[config.mk]
export PLATFORM = sky130hd
export DESIGN_NAME = tdm_demux
export DESIGN_NICKNAME = d
export VERILOG_FILES = /design/src/rtl/tdm_pkg.sv /design/src/rtl/tdm_slot_ctr.sv /design/src/rtl/tdm_demux.sv
export SDC_FILE = /design/constraint.sdc
export NUM_CORES = 1
export LEC_CHECK = 0
export ABC_AREA = 1
export CORE_UTILIZATION = 51
export DETAILED_ROUTE_END_ITERATION = 16
export PLACE_DENSITY = 0.8
export SYNTH_ARGS = -nofsm -noshare
export SYNTH_HDL_FRONTEND = slang
export SYNTH_SLANG_ARGS = --single-unit
[constraint.sdc]
create_clock -name clk -period 2.37 [get_ports clk]
set_clock_uncertainty 0.05 [all_clocks]
set_input_delay 0.237 -clock clk [delete_from_list [all_inputs] [get_ports clk]]
set_output_delay 0.237 -clock clk [all_outputs]
set_load 0.005 [all_outputs]
[src/rtl/tdm_pkg.sv]
// Shared definitions for the TDM mux/demux pair: default sizing, FSM states and
// a constant-function clog2 usable in parameter declarations.
package tdm_pkg;
  localparam int TDM_N = 4;
  localparam int TDM_W = 1;

  typedef enum logic {HUNT = 1'b0, LOCKED = 1'b1} tdm_state_e;

  function automatic int clog2(input int v);
    int r;
    r = 0;
    for (int i = 0; i < 31; i++)
      if ((1 << i) < v) r = i + 1;
    return r;
  endfunction
endpackage

[src/rtl/tdm_slot_ctr.sv]
// Mod-N slot counter. Clear wins over load-to-1, which wins over increment.
module tdm_slot_ctr
  import tdm_pkg::*;
#(
  parameter int N  = TDM_N,
  parameter int SW = clog2(TDM_N)
) (
  input  logic          clk,
  input  logic          rst_n,
  input  logic          clr_i,
  input  logic          load1_i,
  input  logic          inc_i,
  output logic [SW-1:0] cnt_o
);
  localparam logic [SW-1:0] LAST = SW'(N - 1);

  logic [SW-1:0] cnt_q, cnt_d;

  always_comb begin
    cnt_d = cnt_q;
    if (clr_i)        cnt_d = '0;
    else if (load1_i) cnt_d = SW'(1);
    else if (inc_i)   cnt_d = (cnt_q == LAST) ? '0 : cnt_q + 1'b1;
  end

  always_ff @(posedge clk or negedge rst_n) begin
    if (!rst_n) cnt_q <= '0;
    else        cnt_q <= cnt_d;
  end

  assign cnt_o = cnt_q;
endmodule

[src/rtl/tdm_demux.sv]
// TDM receive demultiplexer: locks on frame_sync at slot 0, collects N slot words
// into a work buffer and publishes each completed frame as one registered bundle.
module tdm_demux
  import tdm_pkg::*;
#(
  parameter int N  = TDM_N,
  parameter int W  = TDM_W,
  localparam int SW = clog2(N)
) (
  input  logic           clk,
  input  logic           rst_n,
  input  logic [W-1:0]   din,
  input  logic           din_valid,
  input  logic           frame_sync,
  output logic [N*W-1:0] ch_data,
  output logic           frame_valid,
  output logic           sync_err,
  output logic           locked,
  output logic [SW-1:0]  slot
);
  localparam logic [SW-1:0] LAST = SW'(N - 1);

  tdm_state_e            state_q, state_d;
  logic [N-1:0][W-1:0]   work_q, work_d;
  logic [N-1:0][W-1:0]   ch_q, ch_d;
  logic                  fv_q, fv_d, se_q, se_d;
  logic                  clr, load1, inc;
  logic [SW-1:0]         slot_q;

  tdm_slot_ctr #(.N(N), .SW(SW)) u_slot (
    .clk     (clk),
    .rst_n   (rst_n),
    .clr_i   (clr),
    .load1_i (load1),
    .inc_i   (inc),
    .cnt_o   (slot_q)
  );

  always_comb begin
    state_d = state_q;
    work_d  = work_q;
    ch_d    = ch_q;
    fv_d    = 1'b0;
    se_d    = 1'b0;
    clr     = 1'b0;
    load1   = 1'b0;
    inc     = 1'b0;
    if (din_valid) begin
      unique case (state_q)
        HUNT: begin
          if (frame_sync) begin
            work_d[0] = din;
            load1     = 1'b1;
            state_d   = LOCKED;
          end
        end
        LOCKED: begin
          if (frame_sync) begin
            // Sync mid-frame abandons the partial frame and restarts on this word.
            se_d      = (slot_q != '0);
            work_d[0] = din;
            load1     = 1'b1;
          end else if (slot_q == '0) begin
            se_d    = 1'b1;
            clr     = 1'b1;
            state_d = HUNT;
          end else begin
            work_d[slot_q] = din;
            if (slot_q == LAST) begin
              ch_d = work_d;
              fv_d = 1'b1;
              clr  = 1'b1;
            end else begin
              inc = 1'b1;
            end
          end
        end
        default: state_d = HUNT;
      endcase
    end
  end

  always_ff @(posedge clk or negedge rst_n) begin
    if (!rst_n) begin
      state_q <= HUNT;
      work_q  <= '0;
      ch_q    <= '0;
      fv_q    <= 1'b0;
      se_q    <= 1'b0;
    end else begin
      state_q <= state_d;
      work_q  <= work_d;
      ch_q    <= ch_d;
      fv_q    <= fv_d;
      se_q    <= se_d;
    end
  end

  assign ch_data     = ch_q;
  assign frame_valid = fv_q;
  assign sync_err    = se_q;
  assign locked      = (state_q == LOCKED);
  assign slot        = slot_q;
endmodule

==> key figures <==
CTS
  – H-tree levels: 1
  – # clock sinks: 12
  – Reg clk slew, reported paths: 70 ps
  – Clock Path Buffers: 2
  – # hold bufs at CTS: 0
  – Cts bufs inserted: 3
  – TritonCTS clock tree: yes
  – Root buffer cell: clkbuf_4
  – Clock latency on the worst-skew pair: 280 ps
  – Setup bufs post-CTS: 0
  – Post_cts resized: 0

Cells and area
  – Finished Layout Cells: 107
  – Antenna fix cells: 0
  – Area Growth Syn to Fin: 25.6%
  – Final #Nets: roughly 110
  – Layout cells sized above 1: 8.60%
  – Multi-input logic area: 319 µm²
  – Filler cell count: between 100 and 150
  – Reg area: 300 µm²
  – Fin util: 72.2%

Setup path
  – Reg2reg path depth: 9
  – Kind of critical path: reg2reg
  – Worst EP arrival: 1790 ps
  – CP startpoint kind: flip-flop
  – Critical Path RT: 2490 ps
  – Max Fanout on Critical Path: 8
  – CP endpoint kind: flip-flop

STA
  – Slew Viols, Final: 0
  – Tcrit/Tclk final: 70.5%
  – Setup_tns: 0 ps
  – Min Clock Period, post-route: 1670 ps
  – Max-slew headroom: ~65%
  – Worst-Margin Slew: approximately 530 ps
  – Hold slack: roughly 260 ps
  – Setup Viol. Count Final: 0
  – Final setup margin: 699 ps
  – Fmax: 599 MHz
  – Hold Fails Final Rpt: 0
  – RSZ-0062 raised after global routing: no

Yosys
  – Ranking of synthesized cells by area: dfrtp_1 (45%), ha_1 (13%), nand2_1 (12%)
  – Ys async rst share: between 90% and 100%
  – Mapped Cells: 77
  – Synth cell types: 13
  – Syn. warnings: 0
  – Post-synth top flop: dfrtp_1
  – Post-synth top cells: nand2_1 (22), dfrtp_1 (12), inv_1 (11)
  – Yosys top cell area share: about 45%
  – #FFs+latches synth: 12
  – Most numerous cell in the Yosys netlist: nand2_1
  – Synth area leader: dfrtp_1
  – Syn avg cell area: 8.63 µm²
  – EDFF count, synth: 0
  – Synthesized Nets: roughly 90
  – Cell area after synthesis: ~660 µm²
  – Sequential fraction of the synthesis area: approximately 45%

Global routing
  – Vias in the first global route: 475
  – Initial antenna violation count: 0
  – Largest net degree at the start of global routing: 13
  – Total GRT Usage: 21.1%
  – Total congestion overflow: 0
  – First-pass GRT wire length: 1950 µm

Run status
  – Status: finished, final reports clean

Placed design
  – Dpl hpwl: 886 µm
  – Dpl ws: 713 ps
  – Port bufs: 13
  – Placed cell count: 104
  – Final GP Congestion: roughly 0.87

Die
  – Die X: 38.1 µm
  – Core box area: 0.00116 mm²
  – Total Die Area: 0.00145 mm²
  – Top Ports: 14
  – Initial core utilization: 57.5%
  – Die height: 38.1 µm
  – # rows: 12

Drt
  – DRT Pass-1 Iters: 4
  – Number of vias per cell: 4.93
  – Vias: 527
  – Routed Antenna Nets: 0
  – Drt initial violations: 23
  – Drt drc: 0
  – Detailed Route WL: between 1000 and 1500 µm
  – Post-DR wirelength/cell: around 11 µm

Pwr
  – Switching pwr: ~0.37 mW
  – Switching Share: 39.1%
  – Leakage: 0.455 nW
  – Int Power: 0.581 mW
  – Pwr dens: 1140 mW/mm²
  – Logic pwr share: 49.2%
  – Clock share of power: about an eighth
  – Reg power frac: a little under two fifths
  – VDD IR-drop max: 639 µV

Job
  – Max-cap violation count: 0

Min path
  – Hold/Removal Path Class: in2async
-- per-layer routing --
layer | vias up | share of wire, % | GRT usage, %
met1 | 238 | 47 | 25.1
met2 | 9 | 46 | 32.2
li1 | 276 | - | -
met5 | - | 0 | 0
met4 | 0 | 4.1 | 18.8
met3 | 4 | 2.6 | 3.49
-- cell usage in the layout, fill, tap and decap left out --
master           count
clkbuf_4             3
clkdlybuf4s50_1     13
dfrtp_1             12
ha_1                 7
inv_1               11
inv_2                1
nand2_1             22
nand2_4              2
nand3_1             10
nor2_1               4
nor2_8               1
o211ai_1             1
o21ai_0              4
o21ai_1              1
o21ai_2              1
-- state kept, by name, summed over array words and instances, names as in the netlist --
name	count
locked	1
ch_data	4
frame_valid	1
work_q	3
sync_err	1
u_slot.cnt_o	2
-- power by group through the flow --
stage | Clock, mW | Combinational (mW) | Sequential (mW)
global route | 0.135 | 0.533 | 0.371
CTS | 0.125 | 0.473 | 0.361
floorplan | 0 | 0.269 | 0.361
global placement | 0 | 0.462 | 0.359
finish | 0.126 | 0.470 | 0.359
detailed placement | 0 | 0.465 | 0.365
-- logic make-up (layout without fill, tap and decap cells) --
kind of cell,count (synthesis),count (layout),share of synthesized area [%]
flip-flops,12,12,45.2
buffers and inverters,12,28,6.78
AO/OA/AOI/OAI,7,7,6.21
AND/OR/NAND/NOR,39,39,28.6
adder cells (fa/ha/maj),7,7,13.2
-- metrics by stage --
stage / total power, mW / area, µm²
floorplan: 0.630 / 664
global placement: 0.821 / 812
detailed placement: 0.830 / 812
CTS: 0.958 / 835
global route: 1.04 / 835
finish: 0.955 / 835
-- cell type report --
class | instances | area share (%)
multi-input combinational | 53 | 38.2
sequential | 12 | 36.0
timing repair buffer | 13 | 15.6
inverter | 12 | 5.40
clock buffer | 3 | 2.70
tap | 14 | 2.10
-- final timing paths --
kind	startpoint	endpoint	slack (ps)
min in group clk	ch_data[0]	ch_data[0]	430
setup / recovery	u_slot.cnt_o[0]	ch_data[2]	700
hold / removal	rst_n	sync_err	260
setup reg to reg	u_slot.cnt_o[0]	ch_data[2]	700
hold reg to reg	ch_data[0]	ch_data[0]	430
max in group asynchronous	rst_n	u_slot.cnt_o[0]	1660
-- critical path, stage by stage (launching register included) --
cell and delay [ps]:
dfrtp_1 440, inv_1 110, ha_1 240, inv_1 110
ha_1 150, inv_1 90, nor2_8 170, nand2_4 80
nand2_1 60, nand2_1 50
Power figures use the tool's default switching activity.
